[src/rtl/rx_frame_ctrl.sv]
// rtl/rx_frame_ctrl.sv - frame-level receive controller: start/length/payload/checksum framing
//
// Sequences bytes from the serial receiver into frames of the form
// START_BYTE, length, payload[length], checksum (XOR of length and payload).
// A verified payload is held in an internal buffer until the consumer acks it.
//
// Ports:
//   clock, reset        system clock (rising edge), asynchronous active-high reset
//   rx_pronto, rx_dado  one-cycle byte-complete pulse and its byte
//   rx_erro             receiver parity-error pulse (same cycle as rx_pronto or the one before)
//   rd_addr, rd_data    combinational payload read port
//   frame_ack           consumer releases the held frame
//   frame_valid         a verified frame is held
//   frame_len           payload length of the held frame
//   frame_overrun       sticky: a byte arrived while a frame was held
//   erro, err_code      one-cycle error pulse and cause of the last error
//   db_estado           debug view of the FSM state
module rx_frame_ctrl #(
   parameter int         MAX_LEN    = 16,
   parameter int         TIMEOUT    = 50000,
   parameter logic [7:0] START_BYTE = 8'h23
) (
   input  logic                       clock,
   input  logic                       reset,
   input  logic                       rx_pronto,
   input  logic                       rx_erro,
   input  logic [7:0]                 rx_dado,
   input  logic [$clog2(MAX_LEN)-1:0] rd_addr,
   input  logic                       frame_ack,
   output logic [7:0]                 rd_data,
   output logic                       frame_valid,
   output logic [7:0]                 frame_len,
   output logic                       frame_overrun,
   output logic                       erro,
   output logic [1:0]                 err_code,
   output logic [3:0]                 db_estado
);

   localparam int AW = $clog2(MAX_LEN);

   typedef enum logic [3:0] {
      OCIOSO      = 4'h0,
      COMPRIMENTO = 4'h1,
      CARGA       = 4'h2,
      CHECKSUM    = 4'h3,
      VALIDO      = 4'h4,
      ERRO        = 4'hE
   } state_t;

   state_t      state, next_state;

   logic        erro_d;
   logic        corrupt;
   logic        timed;
   logic        timeout_hit;
   logic        len_ok;
   logic [7:0]  len_q;
   logic [7:0]  csum;
   logic [7:0]  idx;
   logic [31:0] tmo_cnt;
   logic [1:0]  err_code_q;
   logic        overrun_q;
   logic [7:0]  buffer [0:MAX_LEN-1];

   logic        set_err;
   logic [1:0]  err_val;
   logic        load_len;
   logic        store_byte;

   // A parity error may precede its byte by one cycle, so look back one cycle too.
   assign corrupt     = rx_erro | erro_d;
   assign timed       = (state == COMPRIMENTO) || (state == CARGA) || (state == CHECKSUM);
   assign timeout_hit = (tmo_cnt == 32'(TIMEOUT - 1));
   assign len_ok      = (rx_dado != 8'h00) && (32'(rx_dado) <= MAX_LEN);

   always_ff @(posedge clock or posedge reset) begin
      if (reset) begin
         state <= OCIOSO;
      end else begin
         state <= next_state;
      end
   end

   always_comb begin
      next_state = state;
      set_err    = 1'b0;
      err_val    = 2'd0;
      load_len   = 1'b0;
      store_byte = 1'b0;
      case (state)
         OCIOSO: begin
            if (rx_pronto && !corrupt && (rx_dado == START_BYTE)) begin
               next_state = COMPRIMENTO;
            end
         end
         COMPRIMENTO: begin
            if (rx_pronto) begin
               if (corrupt) begin
                  set_err = 1'b1;
                  err_val = 2'd0;
               end else if (!len_ok) begin
                  set_err = 1'b1;
                  err_val = 2'd1;
               end else begin
                  load_len   = 1'b1;
                  next_state = CARGA;
               end
            end else if (timeout_hit) begin
               set_err = 1'b1;
               err_val = 2'd3;
            end
         end
         CARGA: begin
            if (rx_pronto) begin
               if (corrupt) begin
                  set_err = 1'b1;
                  err_val = 2'd0;
               end else begin
                  store_byte = 1'b1;
                  if ((idx + 8'd1) == len_q) begin
                     next_state = CHECKSUM;
                  end
               end
            end else if (timeout_hit) begin
               set_err = 1'b1;
               err_val = 2'd3;
            end
         end
         CHECKSUM: begin
            if (rx_pronto) begin
               if (corrupt) begin
                  set_err = 1'b1;
                  err_val = 2'd0;
               end else if (rx_dado != csum) begin
                  set_err = 1'b1;
                  err_val = 2'd2;
               end else begin
                  next_state = VALIDO;
               end
            end else if (timeout_hit) begin
               set_err = 1'b1;
               err_val = 2'd3;
            end
         end
         VALIDO: begin
            if (frame_ack) begin
               next_state = OCIOSO;
            end
         end
         ERRO: begin
            next_state = OCIOSO;
         end
         default: begin
            next_state = OCIOSO;
         end
      endcase
      if (set_err) begin
         next_state = ERRO;
      end
   end

   always_ff @(posedge clock or posedge reset) begin
      if (reset) begin
         erro_d     <= 1'b0;
         len_q      <= 8'h00;
         csum       <= 8'h00;
         idx        <= 8'h00;
         tmo_cnt    <= 32'd0;
         err_code_q <= 2'd0;
         overrun_q  <= 1'b0;
      end else begin
         erro_d <= rx_erro;

         if (set_err) begin
            err_code_q <= err_val;
         end

         // Restart the inter-byte timer on every byte and on every state change.
         if (!timed || rx_pronto || (next_state != state)) begin
            tmo_cnt <= 32'd0;
         end else begin
            tmo_cnt <= tmo_cnt + 32'd1;
         end

         if (state == OCIOSO) begin
            csum <= 8'h00;
            idx  <= 8'h00;
         end
         if (load_len) begin
            len_q <= rx_dado;
            csum  <= rx_dado;
         end
         if (store_byte) begin
            csum <= csum ^ rx_dado;
            idx  <= idx + 8'd1;
         end

         if (state == VALIDO) begin
            if (frame_ack) begin
               overrun_q <= 1'b0;
            end else if (rx_pronto) begin
               overrun_q <= 1'b1;
            end
         end
      end
   end

   // Payload storage is deliberately not reset; it is only meaningful while frame_valid.
   always_ff @(posedge clock) begin
      if (store_byte) begin
         buffer[idx[AW-1:0]] <= rx_dado;
      end
   end

   assign rd_data       = (32'(rd_addr) < MAX_LEN) ? buffer[rd_addr] : 8'h00;
   assign frame_valid   = (state == VALIDO);
   assign erro          = (state == ERRO);
   assign db_estado     = state;
   assign frame_len     = len_q;
   assign frame_overrun = overrun_q;
   assign err_code      = err_code_q;

endmodule

[config.mk]
export PLATFORM = sky130hd
export DESIGN_NAME = rx_frame_ctrl
export DESIGN_NICKNAME = d
export VERILOG_FILES = /design/src/rtl/rx_frame_ctrl.sv
export SDC_FILE = /design/constraint.sdc
export NUM_CORES = 1
export LEC_CHECK = 0
export ABC_AREA = 1
export BUFFER_PORTS_ARGS = -buffer_cell sky130_fd_sc_hd__buf_2
export CORE_MARGIN = 10
export CORE_UTILIZATION = 25
export DETAILED_ROUTE_END_ITERATION = 10
export GPL_ROUTABILITY_DRIVEN = 0
export GPL_TIMING_DRIVEN = 0
export PLACE_DENSITY = 0.47
export SLEW_MARGIN = 40
export SYNTH_ARGS = -nofsm -noshare
export SYNTH_HDL_FRONTEND = slang
export SYNTH_SLANG_ARGS = --single-unit
[constraint.sdc]
create_clock -name clock -period 5.8 [get_ports clock]
set_input_delay 0.58 -clock clock [delete_from_list [all_inputs] [get_ports clock]]
set_output_delay 0.58 -clock clock [all_outputs]
set_load 0.02 [all_outputs]
==> run metrics, run 1 <==
outcome=finished, final reports clean; leading cell type in the layout, fill and taps excluded=nand2_1; Crit path largest cell delay=0.54 ns; antenna violations before repair=0; Resize count post-CTS=0; Clock Latency Late Sink=0.45 ns; leakage=3.94 nW; Fillers=3731; Finished Cell Area=0.0103 mm^2; Final Cycle Share=0.496; Max Slew Vio Count=0; R2R depth=7; sw frac=0.264; layout cells sized above 1=0.103; Cell Area, Placed=0.00973 mm^2; Via density=4.41; largest net degree at the start of global routing=50; crit path cell chain=buf_2 > buf_2 > clkbuf_1 > a21oi_1 > o21ai_0 > o211ai_1 > nand3_1 > nand2_1 > buf_2; Crit path top cell by count=buf_2; Slew @ Worst Pin=about 0.8 ns; DRC Markers=0; Tot Pwr=2.95 mW; nets@finish=just under 1000; Critical Path Start=rd_addr[0]; Setup crit end kind=output port; GRT overflow=0; Initial Util=0.252; Total Die Area=roughly 0.044 mm^2; worst r2r dst=buffer[1][1]; Num Clock Sinks=between 150 and 200; flops & latches, synth=192; r2r setup slk=3.32 ns; unrepaired setup endpoints after global routing=no; CTS Buf Count=17; Worst EP arrival=2.30 ns; Mapped Cells=889; Final Hold Viols=0; PD cells=285 mW/mm^2; H-tree depth=4; Reg-to-Reg Start=db_estado[2]; port buffer count=38; Multi-input gate area=0.00291 mm^2; Synth Cell Area=between 0.008 and 0.009 mm^2; Pre-Repair DR Iteration Count=5; TritonCTS clock tree=built; hold crit path type=input pin to async pin; vias=roughly 6300; Yosys Warn Count=0; crit path to=rd_data[2]; post-synth net total=a little over 900; top post-synthesis cells by area=edfxtp_1 43%, dfrtp_1 18%, nand2_1 6.8%; Die X=about 210 um; antenna cells=0; Storage cell area=0.00545 mm^2; WS Path Type=input pin to output port; CP Launch Type=input pin; Clk pwr share=0.406; maxcap violations=0; root buffer cell=clkbuf_16; synth unique cells=33; Max VDD drop=0.255 mV; P_int=approximately 2.2 mW; hpwl dp=16500 um; cell taking the most area after synthesis=edfxtp_1; total track usage=0.106; number of global-route vias before repair=6250; max_slew headroom=0.463; maximum root-to-sink buffer count=2; # Post-CTS Setup Buffers=0; remaining antenna violation count=0; row count=69; Avg Cell Area, Syn=10.0 um^2; CP Max Fanout=10; Final Setup Violations=0; share of the synthesized area in the top cell type=0.431; Area Overhead vs Synth=15.9%; Setup TNS Final=0 ns; power share of the combinational group=0.090; CTS Hold Bufs=0; clock slew at reported path FFs=0.08 ns; Routed WL=23000 um; Worst Path Required=between 5 and 6 ns; most frequent cells in the layout=161 x nand2_1, 128 x edfxtp_1, 111 x inv_1; Die Y=209 um; Critical Path Slowest Stage Cell=clkbuf_1; share of the yosys chip area belonging to registers=0.611; Core ar.=0.0354 mm^2; num ports=42; Tmin final=between 2 and 3 ns; DR WL/cell=16.2 um; first-pass GRT wire length=between 30000 and 40000 um; clock skew=0.0162 ns; f_max=~350 MHz; 1st-iter DRT viols=just under 400; Seq pwr share=0.504; sw power=0.777 mW
## area by class of cell
type	count	share of cell area
tap	461	0.0558
multi-input combinational	554	0.282
clock buffer	19	0.0419
buffer	29	0.0143
clock inverter	13	0.0161
inverter	114	0.0419
sequential	192	0.527
timing repair buffer	39	0.0211
## cells in the mapped netlist
| library cell | number |
|---|---|
| nand3b_1 | 1 |
| nand3_1 | 47 |
| nor2_1 | 104 |
| nand3_2 | 1 |
| o22ai_1 | 8 |
| o211ai_1 | 35 |
| inv_2 | 1 |
| nor3_1 | 25 |
| mux2i_1 | 32 |
| xnor2_1 | 5 |
| buf_1 | 1 |
| nand4_1 | 15 |
| clkinv_1 | 1 |
| nand2_2 | 1 |
| buf_4 | 2 |
| and2_1 | 1 |
| xor2_1 | 22 |
| o21ai_0 | 49 |
| or2_2 | 1 |
| nor2_2 | 4 |
| a21oi_1 | 33 |
| nor3_4 | 1 |
| nand2_4 | 1 |
| nand2_1 | 161 |
| inv_1 | 112 |
| ha_1 | 5 |
| edfxtp_1 | 128 |
| clkbuf_1 | 16 |
| buf_2 | 7 |
| buf_6 | 3 |
| a31oi_1 | 1 |
| dfrtp_1 | 64 |
| a21oi_2 | 1 |
## sequential cells by signal, summed over array words and instances, names as in the netlist
| register | cells |
|---|---|
| buffer | 128 |
| csum | 8 |
| db_estado | 4 |
| err_code | 2 |
| erro_d | 1 |
| frame_len | 8 |
| frame_overrun | 1 |
| idx | 8 |
| tmo_cnt | 32 |
## worst max-delay path: cells and delay by family
family                 cells  cell delay, ns
AO/OA/AOI/OAI              3            0.37
buffers and inverters      4            1.12
AND/OR/NAND/NOR            2            0.24
## power groups by stage
stage	logic, mW	registers, mW	clock network, mW
4_1_cts	0.274	1.48	1.23
5_1_grt	0.299	1.49	1.29
3_3_place_gp	0.270	1.51	0
6_report	0.266	1.48	1.20
3_5_place_dp	0.273	1.51	0
2_1_floorplan	0.156	1.52	0
## kinds of logic (layout without fill, tap and decap cells)
group                    Yosys count  after routing  synth area share
AO/OA/AOI/OAI                    127            127            0.0828
buffers and inverters            143            214            0.0645
flip-flops                       192            192             0.611
multiplexers                      32             32            0.0359
XOR/XNOR                          27             27            0.0265
adder cells (fa/ha/maj)            5              5           0.00702
AND/OR/NAND/NOR                  363            363             0.172
## routing by layer
| layer | vias up | part of all wire | track usage |
|---|---|---|---|
| li1 | 3131 | - | - |
| met1 | 3032 | 0.46 | 0.131 |
| met2 | 83 | 0.50 | 0.182 |
| met3 | 20 | 0.028 | 0.0225 |
| met4 | 0 | 0.014 | 0.0308 |
| met5 | - | 0 | 0 |
## worst min path at each step
stage                         endpoint  slack (ns)  depth (start not counted)
after global placement     err_code[0]        0.46                          2
after global routing      frame_len[1]        0.05                          2
after floorplan             tmo_cnt[0]        0.47                          1
after CTS                 frame_len[1]        0.05                          2
after detailed placement   err_code[0]        0.47                          2
final                           idx[7]        0.06                          2
## metrics by stage
| step | hold WS [ns] | util | std cells | setup WS, ns |
|---|---|---|---|---|
| finish | 0.0612 | 0.292 | 1421 | 2.92 |
| global route | 0.0501 | 0.292 | 1421 | 2.76 |
| CTS | 0.0524 | 0.292 | 1421 | 2.97 |
| detailed placement | 0.465 | 0.275 | 1389 | 2.88 |
| global placement | 0.456 | 0.274 | 1388 | 2.48 |
| floorplan | 0.470 | - | 889 | 3.55 |
No activity file was read; power rests on OpenSTA's default activity.
==> run 2, diff against run 1 <==
Settings changed: PLACE_DENSITY 0.47 to 0.49.
Clock period 5.8 ns to 2.4 ns, I/O delays scaled along.
==> run 2 against run 1 <==
Via count up 1.1%. Routed wire length increased by 0.18%. Sequential share of layout area is 0.13 points lower. Non-clock buffer count grew 2. Die area is the same. Critical path depth shrank 2. Largest cell class unchanged.
==> run metrics, run 2 (synthesis gave the netlist of run 1 again) <==
Crit path largest cell delay=0.47 ns (-0.07 ns); root buffer cell=clkbuf_16; leakage=3.92 nW (-0.49%); Crit path top cell by count=nand2_1; number of global-route vias before repair=6303 (+0.85%); nets@finish=971 (+0.21%); worst r2r dst=buffer[9][0]; port buffer count=38 (unchanged); worst hold stages=2; layout cells sized above 1=0.113 (+0.0102); Levels on crit path=7 (-2); total track usage=0.106 (-0.000242); first-pass GRT wire length=36300 um (+0.40%); clock slew at reported path FFs=0.07 ns (about the same); pre-CTS setup slack=-0.202 ns (-3.09 ns); Final Hold Viols=0 (unchanged); CP delay by family, top=simple AND/OR/NAND/NOR gates; unrepaired setup endpoints after global routing=yes; Reg-to-Reg Start=db_estado[2]; met3 wire len=881 um (+37%); hpwl dp=16400 um (-0.67%); Routed WL=23000 um (+0.18%); H-tree depth=4 (unchanged); Area Overhead vs Synth=16.1%; Max VDD drop=0.565 mV (+120%); WP buf/inv=2 (-2); CP Launch Type=flop; Multi-input gate area=0.00298 mm^2 (+2.2%); row count=69 (unchanged); Fillers=3774 (+1.2%); Die Y=209 um (unchanged); Die X=209 um (unchanged); hold_sp=frame_ack; top sig layer=met5; antenna cells=0 (unchanged); max reg flops=128 (unchanged); 1st-iter DRT viols=386 (-0.52%); Critical Path Slowest Stage Cell=nor2_2; r2r setup slk=0.04 ns (-3.28 ns); Worst Path Required=2.48 ns (-2.74 ns); Setup crit end kind=flop; Slew @ Worst Pin=0.666 ns (-0.136 ns); crit path cell chain=inv_1 > nand2_1 > nor2_1 > nand2_1 > clkinv_1 > nand2_1 > nor2_2; met1 WL=10600 um (+0.52%); DR WL/cell=16.2 um (about the same); remaining antenna violation count=0 (unchanged); Core ar.=0.0354 mm^2 (unchanged); Tot Pwr=6.95 mW (+140%); Post-Place Cells=1389 (unchanged); most frequent cells in the layout=161 x nand2_1, 128 x edfxtp_1, 111 x inv_1; Storage cell area=0.00545 mm^2 (unchanged); Via density=4.45 (+0.96%); PD cells=672 mW/mm^2 (+140%); Num Clock Sinks=192 (unchanged); Worst Hold Endpoint=frame_overrun; Total Die Area=0.0436 mm^2 (unchanged); hold crit path type=input pin to flop; f_max=424 MHz; CTS Buf Count=17 (unchanged); metal2 WL=11200 um (-2.6%); largest net degree at the start of global routing=40 (-20%); TritonCTS clock tree=built; num ports=42 (unchanged); antenna violations before repair=1 (+1); Pre-Repair DR Iteration Count=5 (unchanged); Final Cycle Share=0.982; Max Slew Vio Count=0 (unchanged); Final Setup Violations=0 (unchanged); Tmin final=2.36 ns; GRT overflow=0 (unchanged); R2R depth=7 (unchanged); # Post-CTS Setup Buffers=0 (unchanged); maximum root-to-sink buffer count=2 (unchanged); maxcap violations=0 (unchanged); max_slew headroom=0.556 (+0.0927); CP Max Fanout=9 (-1); Worst EP arrival=2.44 ns (+0.14 ns); clock skew=0.00901 ns (-0.00720 ns); WS Path Type=flop to flop; leading cell type in the layout, fill and taps excluded=nand2_1; DRC Markers=0 (unchanged); Clock Latency Late Sink=0.44 ns (about the same); vias=6335 (+1.1%); Setup WS post-layout=0.0427 ns (-2.88 ns); Initial Util=0.252 (unchanged); outcome=finished, final reports clean; final std cells w/o fill=1423 (+0.14%)
## run 2: final cells by class
class                      instances  area share
tap                              461      0.0557
multi-input combinational        554       0.287
sequential                       192       0.526
clock buffer                      20      0.0431
buffer                            29      0.0143
clock inverter                    12     0.00967
timing repair buffer              41      0.0222
inverter                         114      0.0418
## run 2: metrics by stage
step           area (um^2)  utilization  hold WS, ns  TNS (ns)
6_report             10400        0.293       0.0375         0
5_1_grt              10400        0.293       0.0389     -3.07
4_1_cts              10300        0.291       0.0159     -2.85
3_5_place_dp          9710        0.274        0.218     -8.92
3_3_place_gp          9680        0.274        0.438    -36.39
2_1_floorplan         8920            -        0.271         0
## run 2: what timing repair did
action | 4_1_cts | 5_1_grt
resized for setup | 10 | 13
hold buffers | 2 | 0
endpoints found under the setup margin | 96 | 89
endpoints found under the hold margin | 26 | 0
## run 2: layer usage
metal	up-vias	track usage
li1	3134	-
met1	3070	0.131
met2	106	0.177
met3	23	0.0268
met4	2	0.0320
met5	-	0
## run 2: worst max path at each step
stage            startpoint       endpoint  slack [ns]
6_report       db_estado[2]   buffer[9][0]        0.04
5_1_grt        db_estado[2]   buffer[4][7]       -0.09
4_1_cts        db_estado[2]   buffer[9][1]       -0.13
3_5_place_dp   db_estado[2]   buffer[6][1]       -0.20
3_3_place_gp          reset    err_code[0]       -0.49
2_1_floorplan  db_estado[2]  buffer[12][0]        0.47
## run 2: where the power goes
part | switching, mW | leakage, nW | internal (mW)
clock | 1.34 | 0.266 | 1.38
combinational | 0.466 | 1.66 | 0.179
sequential | 0.0263 | 2.00 | 3.56
total | 1.83 | 3.92 | 5.12
